<file path="config.mk">
export PLATFORM = sky130hd
export DESIGN_NAME = regfile_write_arbiter
export DESIGN_NICKNAME = d
export VERILOG_FILES = /design/src/rtl/regfile_write_arbiter_pkg.sv /design/src/rtl/regfile_write_arbiter_rr_arbiter.sv /design/src/rtl/regfile_write_arbiter.sv
export SDC_FILE = /design/constraint.sdc
export NUM_CORES = 1
export LEC_CHECK = 0
export ABC_AREA = 0
export ABC_CLOCK_PERIOD_IN_PS = 3100
export BUFFER_PORTS_ARGS = -buffer_cell sky130_fd_sc_hd__clkbuf_2
export CAP_MARGIN = 20
export CELL_PAD_IN_SITES_DETAIL_PLACEMENT = 1
export CELL_PAD_IN_SITES_GLOBAL_PLACEMENT = 1
export CORE_UTILIZATION = 33
export CTS_BUF_LIST = sky130_fd_sc_hd__clkbuf_8
export DETAILED_ROUTE_END_ITERATION = 8
export PLACE_DENSITY = 0.92
export SLEW_MARGIN = 25
export SYNTH_ARGS = -nofsm -noshare
export SYNTH_HDL_FRONTEND = slang
export SYNTH_SLANG_ARGS = --single-unit
</file>
<file path="constraint.sdc">
create_clock -name cclk -period 3.1 [get_ports cclk]
set_input_delay 0.31 -clock cclk [delete_from_list [all_inputs] [get_ports cclk]]
set_output_delay 0.31 -clock cclk [all_outputs]
set_load 0.01 [all_outputs]
</file>
<file path="src/rtl/regfile_write_arbiter_pkg.sv">
// Shared register-file widths and write-arbiter state encoding.
// Imported by the arbiter top and its round-robin sub-module.
package regfile_write_arbiter_pkg;

    localparam int RF_ADDR_W = 5;
    localparam int RF_DATA_W = 32;
    localparam int RF_DEPTH  = 32;

    typedef enum logic {
        ST_INIT = 1'b0,
        ST_RUN  = 1'b1
    } state_t;

endpackage

</file>
<file path="src/rtl/regfile_write_arbiter_rr_arbiter.sv">
// Combinational round-robin arbiter: search starts at ptr and wraps.
// Ports: req in, ptr in; gnt (one-hot), gnt_idx, any_gnt out.
module rr_arbiter #(
    parameter int NUM_REQ = 3,
    parameter int PTR_W   = 2
) (
    input  logic [NUM_REQ-1:0] req,
    input  logic [PTR_W-1:0]   ptr,
    output logic [NUM_REQ-1:0] gnt,
    output logic [PTR_W-1:0]   gnt_idx,
    output logic               any_gnt
);

    always_comb begin
        int j;
        j       = 0;
        gnt     = '0;
        gnt_idx = '0;
        any_gnt = 1'b0;
        for (int k = 0; k < NUM_REQ; k++) begin
            j = (int'(ptr) + k) % NUM_REQ;
            if (!any_gnt && req[j]) begin
                gnt[j]  = 1'b1;
                gnt_idx = PTR_W'(j);
                any_gnt = 1'b1;
            end
        end
    end

endmodule

</file>
<file path="src/rtl/regfile_write_arbiter.sv">
// Owns the register-file write port: zero-fill sweep, then round-robin writeback.
// Ports: cclk/rstb, clear_req, req_valid/addr/data, req_ready, rf_write*, init_done.
module regfile_write_arbiter
    import regfile_write_arbiter_pkg::*;
#(
    parameter int NUM_REQ = 3,
    parameter int ADDR_W  = RF_ADDR_W,
    parameter int DATA_W  = RF_DATA_W
) (
    input  logic                      cclk,
    input  logic                      rstb,
    input  logic                      clear_req,
    input  logic [NUM_REQ-1:0]        req_valid,
    input  logic [NUM_REQ*ADDR_W-1:0] req_addr,
    input  logic [NUM_REQ*DATA_W-1:0] req_data,
    output logic [NUM_REQ-1:0]        req_ready,
    output logic                      rf_write,
    output logic [ADDR_W-1:0]         rf_write_reg,
    output logic [DATA_W-1:0]         rf_write_data,
    output logic                      init_done
);

    localparam int PTR_W = $clog2(NUM_REQ);

    state_t              state, state_n;
    logic [ADDR_W:0]     init_addr, init_addr_n;
    logic [PTR_W-1:0]    rr_ptr, rr_ptr_n;
    logic                rf_write_n;
    logic [ADDR_W-1:0]   rf_write_reg_n;
    logic [DATA_W-1:0]   rf_write_data_n;

    logic [NUM_REQ-1:0]  gnt;
    logic [PTR_W-1:0]    gnt_idx;
    logic                any_gnt;
    logic                run_ok;
    logic [ADDR_W-1:0]   sel_addr;
    logic [DATA_W-1:0]   sel_data;

    rr_arbiter #(
        .NUM_REQ (NUM_REQ),
        .PTR_W   (PTR_W)
    ) u_rr (
        .req     (req_valid),
        .ptr     (rr_ptr),
        .gnt     (gnt),
        .gnt_idx (gnt_idx),
        .any_gnt (any_gnt)
    );

    // clear_req outranks every requester in the cycle it is raised
    assign run_ok    = (state == ST_RUN) && !clear_req;
    assign req_ready = run_ok ? gnt : '0;
    assign init_done = (state == ST_RUN);

    assign sel_addr = req_addr[int'(gnt_idx)*ADDR_W +: ADDR_W];
    assign sel_data = req_data[int'(gnt_idx)*DATA_W +: DATA_W];

    always_comb begin
        state_n         = state;
        init_addr_n     = init_addr;
        rr_ptr_n        = rr_ptr;
        rf_write_n      = 1'b0;
        rf_write_reg_n  = rf_write_reg;
        rf_write_data_n = rf_write_data;
        unique case (state)
            ST_INIT: begin
                // MSB set means all RF_DEPTH addresses have been issued
                if (init_addr[ADDR_W]) begin
                    state_n = ST_RUN;
                end else begin
                    rf_write_n      = 1'b1;
                    rf_write_reg_n  = init_addr[ADDR_W-1:0];
                    rf_write_data_n = '0;
                    init_addr_n     = init_addr + 1'b1;
                end
            end
            ST_RUN: begin
                if (clear_req) begin
                    state_n     = ST_INIT;
                    init_addr_n = '0;
                end else if (any_gnt) begin
                    // r0 is hardwired zero: acknowledge, do not write
                    rf_write_n      = |sel_addr;
                    rf_write_reg_n  = sel_addr;
                    rf_write_data_n = sel_data;
                    rr_ptr_n = (gnt_idx == PTR_W'(NUM_REQ-1))
                             ? '0 : gnt_idx + 1'b1;
                end
            end
        endcase
    end

    always_ff @(posedge cclk or negedge rstb) begin
        if (!rstb) begin
            state         <= ST_INIT;
            init_addr     <= '0;
            rr_ptr        <= '0;
            rf_write      <= 1'b0;
            rf_write_reg  <= '0;
            rf_write_data <= '0;
        end else begin
            state         <= state_n;
            init_addr     <= init_addr_n;
            rr_ptr        <= rr_ptr_n;
            rf_write      <= rf_write_n;
            rf_write_reg  <= rf_write_reg_n;
            rf_write_data <= rf_write_data_n;
        end
    end

endmodule

</file>
# Word-level counts from Yosys, hierarchy flattened
# Cells that the tools add are included.
# totals
ff_bits,47
word_cells,89
output_inout_bits,42
input_bits,117
# op_classes
order_cmp,6
shift,2
n_eq_ne,5
reduce_logical,13
bitwise_logic,4
div,3
n_mul,1
muxes,44
addsub,4
# op_table
cell,count
$ge A32 B1 Y1 const B,3
$lt A32 B4 Y1 const B,3
$mux W32,3
$shiftx A96 B8 Y32,1
$mod A32 B3 Y32 const B,2
$pmux W32 S2,1
$mod A3 B3 Y32 const B,1
$mux W1,17
$mux W5,3
$shiftx A15 B6 Y5,1
$mux W3,4
$mux W6,2
$pmux W6 S2,1
$pmux W5 S2,1
$mux W2,4
$add A6 B1 Y6 const B,1
$bmux W1 S2,3
$demux W1 S2,3
$logic_and A1 B1 Y1,6
$ne A2 B2 Y1 const B,3
$or A3 B3 Y3,2
$reduce_and A3 Y1,2
$mul A2 B3 Y5 const B,1
$reduce_or A5 Y1,1
other kinds (9),13

# Logic depth before layout (Yosys ltp)
# Gate-level depths: netlist of the first run.
# logic_depth
depth_word,17
ltp_mapped,12
mapped_depth_nobuf,9

# Hierarchy
# Synthesis of the first run repeated with hierarchy kept, for this count alone.
# hier_totals
hier_cells,327
area_unflattened_um2,3040.4
# modules_own_cells
mod,cells_each,area_per_inst_um2,seq_area_each_um2,instances
regfile_write_arbiter,275,2658.8,1176.1,1
rr_arbiter,52,381.6,0.0,1

# Worst setup path after synthesis of the first run
# Ideal clock, no wire load.
# synth_path
path_type,reg2reg
from,register rr_ptr[0]
to,register rf_write_data[22]
t_required_ns,2.979
setup_slack_ns,0.707
path_stages_with_launch,12
n_path_buf,2
period_less_slack_ns,2.393
arrival_time_ns,2.272
setup_ns,0.121
cell_sequence,dfrtp_1 inv_1 ha_1 buf_4 mux2i_1 o22a_2 a311oi_4 nor2_4 buf_6 mux2i_1 o21ai_0 a22o_1
# synth_via
elab_chain_len,15
word_cells_on_any_way,30
classes_between,2 x add/sub; 3 x div; 1 x eq/ne; 1 x shift; 18 x mux; 5 x reduce/logical
# synth_rtl
item,line_no,rtl
from (decl),regfile_write_arbiter.sv:27,"logic [PTR_W-1:0] rr_ptr, rr_ptr_n;"
from (signal assigned),regfile_write_arbiter.sv:104,rr_ptr <= rr_ptr_n;
branches (longest 15 deep; another with $mod A32 B3 Y32),n/a,
to (signal assigned),regfile_write_arbiter.sv:107,rf_write_data <= rf_write_data_n;
to (decl),regfile_write_arbiter.sv:19,"output logic [DATA_W-1:0] rf_write_data,"
# Parallel ways; which one is timed is not known. The select of a mux whose other input is x is not followed.
# A chain may end at the register's enable or synchronous reset.

# Worst setup path after layout of the first run
# layout_path
from,register rr_ptr[1]
to,register rf_write_data[29]
# The elaborated chain is that of the path after synthesis.

==> results.json, run 1 <==
{
  "p_sw_share_pct": 48.0,
  "gp_congestion": 0.844,
  "ys_ff_latch": 47,
  "cp_cell_sequence": "inv_1, ha_1, mux2i_1, mux2i_1, nor3_2, nor2_4, buf_4, nand2_1, o21ai_0, a22o_1",
  "h-tree-depth": 2,
  "syn2layout_area_growth_pct": 32.8,
  "antenna_found_initial": 0,
  "period_needed_ps": 2800,
  "setup_tns_ps": 0,
  "max_clock_freq_mhz": 357,
  "dp_hpwl_um": 7510,
  "die-area_mm2": 0.00937,
  "drv_cap": 0,
  "synth_cell_type_count": 45,
  "crit_buf_inv": 2,
  "worst_pin_slew_ps": 583,
  "syn_nets": 438,
  "via_count": 3049,
  "p_clk_share_pct": 10.0,
  "grt_usage_pct": 20.0,
  "instances_no_fill": 574,
  "p_switching_mw": 1.71,
  "power.density_mw_per_mm2": 908,
  "hold_viol": 0,
  "netlist_instances": 316,
  "syn_area_mm2": 0.00296,
  "slew_viol_final": 0,
  "fin_nets": 588,
  "crit_fanout": 66,
  "drtIter0Drc": 60,
  "critical_path.max_stage_delay_ps": 400,
  "cp_top_family": "simple AND/OR/NAND/NOR gates",
  "p_leak_nw": 1.99,
  "grt.overflow.total": 0,
  "p_comb_share_pct": 64.6,
  "rsz0062_at_grt": "no",
  "cts_sinks": 47,
  "clk_pin_slew_ps": 100,
  "grt_pass1_vias": 3285,
  "synthArstFlopShare_pct": 100,
  "yosys_warnings": 0,
  "largest_reg_flops": 32,
  "crit_arrival_ps": 2980,
  "routedWlPerCell_um": 16.3,
  "peakVddDrop_v": 0.000450,
  "die_w_um": 96.8,
  "p_seq_share_pct": 25.4,
  "ios": 159,
  "drt.antenna.violating_nets": 0,
  "antenna_cells": 0,
  "hold_class": "in -> reg",
  "synth_edf_count": 0,
  "timing.final.crit_share_pct": 90.3,
  "start_util_pct": 34.0,
  "cts_tree": "built",
  "dp_cells": 566,
  "via_per_inst": 5.31,
  "finalPower_mw": 3.57,
  "path_class": "reg -> reg",
  "setup_viol": 0,
  "slew_headroom_pct": 61.2,
  "p_int_mw": 1.86,
  "synthFlopType": "dfrtp_1",
  "critPathLaunchType": "flop",
  "drive_above_1_share_pct": 40.1,
  "grt_first_pass_wirelength_um": 15100,
  "status": "finished clean",
  "ys_seq_area_share_pct": 39.7,
  "cp.required_ps": 3280,
  "critPathCaptureType": "flop",
  "insertion_delay_ps": 300,
  "io_buffers": 158,
  "fin_worst_skew_ps": 13.9,
  "cpMostUsedCell": "mux2i_1",
  "fillerInstances": 1080,
  "routed_wl_um": 9340,
  "post-cts-setup-buffer-count": 0,
  "cpMaxStageDelayCell": "dfrtp_1",
  "num_rows": 34,
  "fp.coreArea_mm2": 0.00872,
  "cts_made_buffers": 5,
  "stdcell_area_mm2": 0.00394,
  "grt_max_degree": 67,
  "dpl_cell_area_mm2": 0.00384,
  "die_height_um": 96.8,
  "drcViolationCount": 0,
  "synth_area_per_cell_um2": 9.38,
  "ctsLongestPathBuffers": 2,
  "drt-pass1-iter-count": 4,
  "clk_root_buffer_cell": "clkbuf_8"
}
[cells by family after synthesis]
family	share of synthesized area, %
mux	14.3
simple gates	13.0
buf+inv	5.19
flops	39.7
xor+xnor	0.591
fa+ha+maj	2.11
compound gates	25.2
[routing by layer]
metal / up-vias / track usage (%) / share of wire [%]
li1: 1459 / - / -
met1: 1457 / 22.3 / 40
met2: 110 / 37.1 / 52
met3: 23 / 3.47 / 4.8
met4: 0 / 8.04 / 2.7
met5: - / 0 / 0
[worst paths after layout]
check / slack, ps / start / end / cells past startpoint
max in group asynchronous: 1810 / rstb / rf_write_data[6] / 3
min in group asynchronous: 500 / rstb / rf_write_data[11] / 2
min reg2reg: 490 / rf_write_reg[3] / rf_write_reg[3] / 2
max reg2reg: 300 / rr_ptr[1] / rf_write_data[29] / 10
max: 300 / rr_ptr[1] / rf_write_data[29] / 10
min: 270 / clear_req / init_addr[5] / 2
[area by class of cell]
class                   instances  area (um^2)  share of cell area, %
well taps                     108          135                   3.43
repair buffers                167          861                   21.9
flip-flops and latches         47         1180                   29.9
inverters                       5         18.8                  0.477
clock inverters                 2         13.8                  0.350
clock buffers                   5         68.8                   1.75
multi-input cells             240         1660                   42.2
[timing repair]
action | 4_1_cts | 5_1_grt
hold buffers | 1 | 0
gates resized for setup | 0 | 0
hold endpoints to repair | 19 | 0
[Yosys cell counts, types with 3 or more instances]
| cell | instances | area [um^2] |
|---|---|---|
| dfrtp_1 | 47 | 1180 |
| nand2_1 | 44 | 165 |
| mux2i_1 | 40 | 400 |
| o21ai_0 | 39 | 195 |
| a22o_1 | 33 | 289 |
| clkbuf_1 | 10 | 37.5 |
| nor2_1 | 10 | 37.5 |
| nor3_1 | 8 | 40.0 |
| a21oi_1 | 7 | 35.0 |
| buf_2 | 6 | 30.0 |
| o21ai_1 | 6 | 30.0 |
| ha_1 | 5 | 62.6 |
| inv_1 | 5 | 18.8 |
| nand3b_1 | 5 | 37.5 |
| o22ai_1 | 5 | 31.3 |
| buf_6 | 4 | 45.0 |
| nand3_1 | 4 | 20.0 |
| a31oi_1 | 3 | 18.8 |
| nand2b_1 | 3 | 18.8 |
[power by group through the flow]
| stage | Sequential, mW | Combinational, mW | Clock [mW] |
|---|---|---|---|
| final | 0.907 | 2.31 | 0.358 |
| after global routing | 0.930 | 2.54 | 0.391 |
| after CTS | 0.908 | 2.33 | 0.373 |
| after detailed placement | 0.917 | 2.33 | 0 |
| after global placement | 0.909 | 2.21 | 0 |
| after floorplan | 0.930 | 1.72 | 0 |
[metrics by stage]
stage	setup slack [ps]	util [%]	hold slack (ps)
floorplan	707	-	14.4
detailed placement	317	44.1	305
finish	301	45.1	275
CTS	301	45.1	268
global placement	368	44.1	291
global route	91.0	45.1	271
[cell usage in the layout (no fill, tap or decap), types with 3 or more instances in the layout]
cell type	instances
nand2_1	44
clkbuf_8	5
mux2i_1	40
nor2_1	9
inv_1	5
nand3_1	4
o21ai_1	6
dfrtp_1	47
nor2_4	3
a22o_1	33
a21oi_1	7
clkbuf_2	158
buf_4	8
o22ai_1	5
nand2b_1	3
nor3_1	8
nand3b_1	5
ha_1	5
o21ai_0	39
Power figures use the tool's default switching activity.
==> inputs of run 2 (changes only) <==
--- a/config.mk
+++ b/config.mk
@@ -11,10 +11,10 @@
 export CAP_MARGIN = 20
 export CELL_PAD_IN_SITES_DETAIL_PLACEMENT = 1
 export CELL_PAD_IN_SITES_GLOBAL_PLACEMENT = 1
-export CORE_UTILIZATION = 33
-export CTS_BUF_LIST = sky130_fd_sc_hd__clkbuf_8
+export CORE_UTILIZATION = 32
 export DETAILED_ROUTE_END_ITERATION = 8
-export PLACE_DENSITY = 0.92
+export GPL_ROUTABILITY_DRIVEN = 0
+export PLACE_DENSITY_LB_ADDON = 0.25
 export SLEW_MARGIN = 25
 export SYNTH_ARGS = -nofsm -noshare
 export SYNTH_HDL_FRONTEND = slang
==> run 2 against run 1 <==
Compared with the run above:
- the run now ends with DRC left
- count of clock-buffer cells in the layout stayed put
- flip-flop and latch count stayed put
- critical endpoint is now rf_write_data[14]
- via count is 0.36% higher
- final cell count is 0.87% higher
- largest cell class unchanged
- register-to-register slack worse by 120 ps
- utilization is 0.81 points higher
- die area is 3.1% higher
==> results.json, run 2 (same netlist as run 1, synthesis figures left out) <==
{
  "hold_viol": 0,
  "period_needed_ps": 2920,
  "fin_nets": 592,
  "status": "finished, violations left",
  "cpMaxStageDelayCell": "dfrtp_1",
  "fp.coreArea_mm2": 0.00885,
  "critical_path.max_stage_delay_ps": 420,
  "fillerInstances": 1082,
  "final-seq-area_mm2": 0.00118,
  "post-route-util_pct": 45.9,
  "grt.overflow.total": 0,
  "grt_first_pass_wirelength_um": 15600,
  "num_rows": 34,
  "violations": "DRC",
  "drcViolationCount": 7,
  "routed_wl_um": 9940,
  "drt.antenna.violating_nets": 0,
  "ctsLongestPathBuffers": 2,
  "slew_viol_final": 0,
  "max_clock_freq_mhz": 343,
  "via_per_inst": 5.28,
  "setup_tns_ps": 0,
  "fin_worst_skew_ps": 5.65,
  "routedWlPerCell_um": 17.2,
  "p_leak_nw": 2.05,
  "drt-pass1-iter-count": 6,
  "cp.required_ps": 3310,
  "ios": 159,
  "timing.final.crit_share_pct": 94.1,
  "layout_common_cells": "158 x clkbuf_2, 47 x dfrtp_1, 44 x nand2_1",
  "critPathLaunchType": "flop",
  "grt_max_degree": 43,
  "dp_cells": 566,
  "start_util_pct": 33.5,
  "instances_no_fill": 579,
  "drv_cap": 0,
  "drtIter0Drc": 87,
  "worstSetupStartpoint": "rr_ptr[1]",
  "cts_sinks": 47,
  "drive_above_1_share_pct": 41.2,
  "die_height_um": 98.2,
  "crit_fanout": 42,
  "r2r_start": "rr_ptr[1]",
  "hold_class": "in -> reg",
  "clk_pin_slew_ps": 100,
  "peakVddDrop_v": 0.000396,
  "finalPower_mw": 3.95,
  "via_count": 3060,
  "setup_viol": 0,
  "syn2layout_area_growth_pct": 37.1,
  "crit_arrival_ps": 3120,
  "grt_usage_pct": 20.3,
  "critPathCaptureType": "flop",
  "die-area_mm2": 0.00965,
  "cts_tree": "built",
  "worst_pin_slew_ps": 569,
  "cp_cell_sequence": "inv_1, ha_1, mux2i_2, mux2i_1, nor3_4, nor2_4, buf_12, nand2_1, o21ai_0, a22o_1",
  "h-tree-depth": 2,
  "largest_reg_flops": 32,
  "multi_input_area_mm2": 0.00168,
  "power.density_mw_per_mm2": 972,
  "stdcell_area_mm2": 0.00406,
  "slew_headroom_pct": 62.1,
  "mostFrequentLayoutCell": "clkbuf_2",
  "dpl_cell_area_mm2": 0.00388,
  "insertion_delay_ps": 310,
  "dp_hpwl_um": 7550,
  "cts_made_buffers": 5,
  "io_buffers": 158,
  "path_class": "reg -> reg",
  "rsz0062_at_grt": "no",
  "antenna_cells": 0,
  "hp-start": "clear_req",
  "die_w_um": 98.2,
  "grt_pass1_vias": 3133,
  "antenna_found_initial": 0,
  "clk_root_buffer_cell": "clkbuf_8"
}
run 2: final timing paths:
check / slack, ps / endpoint / depth (start not counted)
min in group asynchronous: 520 / rf_write_data[15] / 2
hold / removal: 260 / init_addr[4] / 2
hold reg to reg: 500 / rf_write_reg[1] / 2
setup / recovery: 180 / rf_write_data[14] / 10
max in group asynchronous: 1800 / rf_write_data[7] / 3
setup reg to reg: 180 / rf_write_data[14] / 10
run 2: cell type report:
type,count,share of cell area [%]
Multi-Input combinational cell,241,41.4
Sequential cell,47,28.9
Timing Repair Buffer,170,23.0
Tap cell,108,3.33
Clock buffer,5,1.69
Clock inverter,3,1.17
Inverter,5,0.462
run 2: power by group:
part	switching (mW)	leakage (nW)	total [mW]	internal, mW
logic	1.48	1.36	2.59	1.10
registers	0.120	0.632	0.889	0.769
clock network	0.231	0.0587	0.475	0.245
run 2: what timing repair did:
item	in CTS	in global routing
endpoints found under the setup margin	0	23
hold buffers	1	0
gates resized for setup	0	3
hold endpoints to repair	20	0
setup buffers	0	3
run 2: per-stage QoR:
step	setup slack [ps]	hold slack (ps)
floorplan	707	14.4
global placement	216	322
detailed placement	120	331
CTS	116	242
global route	25.5	258
finish	182	257
run 2: metal layers:
layer / track usage, % / wire (um) / up-vias / part of all wire, %
li1: - / - / 1465 / -
met1: 24.9 / 4290 / 1491 / 43
met2: 35.8 / 5040 / 87 / 51
met3: 3.58 / 363 / 17 / 3.7
met4: 6.89 / 248 / 0 / 2.5
met5: 0 / 0 / - / 0
run 2: critical path, delay by kind of cell, from the launching register on:
kind	cells	cell delay, ps
and+or+nand+nor	3	700
buffers and inverters	2	340
adders and majority gates	1	420
AOI/OAI and AO/OA	2	290
muxes	2	640
DFF	1	420
==> inputs of run 3 (changes only) <==
--- a/config.mk
+++ b/config.mk
@@ -11,11 +11,12 @@
 export CAP_MARGIN = 20
 export CELL_PAD_IN_SITES_DETAIL_PLACEMENT = 1
 export CELL_PAD_IN_SITES_GLOBAL_PLACEMENT = 1
-export CORE_UTILIZATION = 32
+export CORE_UTILIZATION = 33
 export DETAILED_ROUTE_END_ITERATION = 8
 export GPL_ROUTABILITY_DRIVEN = 0
 export PLACE_DENSITY_LB_ADDON = 0.25
 export SLEW_MARGIN = 25
 export SYNTH_ARGS = -nofsm -noshare
 export SYNTH_HDL_FRONTEND = slang
+export SYNTH_HIERARCHICAL = 1
 export SYNTH_SLANG_ARGS = --single-unit
==> run 3 against run 2 <==
Compared with the run above:
- the run still ends with DRC left
- flip-flop and latch count unchanged
- clock power about the same
- final area about the same
- sequential share of layout area about the same
- global-route usage up 0.80 points
==> results.json, run 3 <==
{
  "routed_wl_um": 9800,
  "layout_common_cells": "158 x clkbuf_2, 47 x dfrtp_1, 42 x mux2i_1",
  "grt_max_degree": 40,
  "multi_input_area_mm2": 0.00170,
  "synth_area_per_cell_um2": 9.30,
  "holdBufCountCts": 0,
  "clk_root_buffer_cell": "clkbuf_8",
  "cp_cell_sequence": "inv_1, ha_1, mux2i_4, mux2i_4, mux2i_1, nor2_4, buf_12, buf_12, mux2i_1, nor2_1, a21oi_1, o21ai_1",
  "status": "finished, violations left",
  "grt_pass1_vias": 3247,
  "dp_hpwl_um": 7580,
  "netlist_instances": 327,
  "synthFlopType": "dfrtp_1",
  "mostFrequentLayoutCell": "clkbuf_2",
  "clk_pin_slew_ps": 100,
  "ios": 159,
  "via_count": 3078,
  "synth_edf_count": 0,
  "critPathCaptureType": "flop",
  "violations": "DRC",
  "drt-pass1-iter-count": 6,
  "timing.final.crit_share_pct": 91.5,
  "yosysTopAreaCellShare_pct": 38.7,
  "cts_tree": "built",
  "grt_first_pass_wirelength_um": 16200,
  "whs_ps": 77.1,
  "fin_worst_skew_ps": 10.3,
  "rsz0062_at_grt": "no",
  "crit_buf_inv": 3,
  "ctsLongestPathBuffers": 2,
  "routedWlPerCell_um": 16.6,
  "cpMaxStageDelayCell": "dfrtp_1",
  "synthArstFlopShare_pct": 100,
  "cts_sinks": 47,
  "synth_most_common_cell": "dfrtp_1",
  "slew_headroom_pct": 45.3,
  "cp.required_ps": 3290,
  "setup_tns_ps": 0,
  "hold_class": "in -> async",
  "slew_viol_final": 0,
  "die_w_um": 98.0,
  "ys_seq_area_share_pct": 38.7,
  "insertion_delay_ps": 310,
  "critPathLaunchType": "flop",
  "yosys.area.top_type": "dfrtp_1",
  "grt_usage_pct": 21.1,
  "cp_top_family": "multiplexers",
  "drcViolationCount": 5,
  "crit_arrival_ps": 3030,
  "drv_cap": 0,
  "syn_area_mm2": 0.00304,
  "worst_pin_slew_ps": 821,
  "antenna_cells": 0,
  "die_height_um": 98.0,
  "fin_nets": 602,
  "path_class": "reg -> reg",
  "synth_cell_type_count": 48,
  "grt.overflow.total": 0,
  "final-seq-area_mm2": 0.00118,
  "io_buffers": 158,
  "antenna_found_initial": 0,
  "drive_above_1_share_pct": 40.5,
  "drt.antenna.violating_nets": 0,
  "power.density_mw_per_mm2": 850,
  "netlist_top_cells_count": "47 x dfrtp_1, 42 x mux2i_1, 35 x a21oi_1, 35 x o21ai_1, 31 x nor2_1",
  "num_rows": 34,
  "h-tree-depth": 2,
  "peakVddDrop_v": 0.000344,
  "via_per_inst": 5.23,
  "cts_made_buffers": 5,
  "fp.coreArea_mm2": 0.00881,
  "start_util_pct": 34.5,
  "largest_reg_flops": 32,
  "syn_nets": 449,
  "period_needed_ps": 2840,
  "hold_viol": 0,
  "syn2layout_area_growth_pct": 33.7,
  "yosys_warnings": 6,
  "setup_viol": 0,
  "ctsResizeCount": 0,
  "max_clock_freq_mhz": 353,
  "crit_fanout": 24,
  "ys_top_cells_by_area": "dfrtp_1 39%, mux2i_1 14%, a21oi_1 5.8%",
  "ys_ff_latch": 47,
  "p_leak_nw": 2.00,
  "post-cts-setup-buffer-count": 0,
  "drtIter0Drc": 137,
  "fillerInstances": 1104,
  "die-area_mm2": 0.00960,
  "critical_path.max_stage_delay_ps": 420
}
[run 3: changes by cell type after synthesis, moves of 5 or more]
cell,previous run,this run
nand3b_1,5,0
o21ai_0,39,0
o21ai_1,6,35
clkbuf_1,10,2
a21oi_1,7,35
a221o_1,0,7
nand3_1,4,29
nor2_1,10,31
nand2_1,44,12
a22o_1,33,1
[run 3: layout make-up]
cell class              count  area share, %
multi-input cells         250           41.7
flip-flops and latches     47           28.9
repair buffers            171           22.8
well taps                 108           3.32
clock buffers               5           1.69
clock inverters             3           1.14
inverters                   5          0.462
[run 3: metal layers]
metal / track usage [%] / wire length (um)
met5: 0 / 0
met4: 5.01 / 104
met3: 5.44 / 637
met2: 36.3 / 4770
met1: 26.3 / 4280
[run 3: final timing paths]
path                                       from                end  slack [ps]  depth (start not counted)
worst min-delay path                       rstb           rf_write          80                          1
min in group cclk                  req_data[71]   rf_write_data[7]         230                          2
worst max-delay path                  rr_ptr[1]  rf_write_data[26]         260                         12
worst min register to register  rf_write_reg[3]    rf_write_reg[3]         490                          2
max in group asynchronous                  rstb   rf_write_data[6]        2250                          2
worst max register to register        rr_ptr[1]  rf_write_data[26]         260                         12
[run 3: logic make-up after synthesis]
logic type / count (synthesis) / share of synthesized area (%)
AO/OA/AOI/OAI: 98 / 20.5
adder cells (fa/ha/maj): 5 / 2.06
buffers and inverters: 30 / 6.17
flip-flops: 47 / 38.7
multiplexers: 45 / 15.7
AND/OR/NAND/NOR: 102 / 16.9
[run 3: through the flow]
stage	utilization (%)	cells	setup WS, ps	power (mW)	instance area [um^2]
after floorplan	-	327	721	2.39	3040
after global placement	44.9	581	418	2.95	3950
after detailed placement	44.9	581	292	3.01	3950
after CTS	46.2	589	271	3.50	4070
after global routing	46.2	589	49.4	3.73	4070
final	46.2	589	265	3.46	4070
[run 3: worst reg2reg max path: cells and delay by family (launching register included)]
family / cells / cell delay [ps]
adders and majority gates: 1 / 360
buffers and inverters: 3 / 520
and+or+nand+nor: 2 / 330
DFF: 1 / 420
AOI/OAI and AO/OA: 2 / 250
muxes: 4 / 840
[run 3: power by group]
part | internal (mW) | total, mW | switching (mW)
logic | 0.860 | 2.09 | 1.23
clock network | 0.243 | 0.473 | 0.230
registers | 0.774 | 0.889 | 0.116
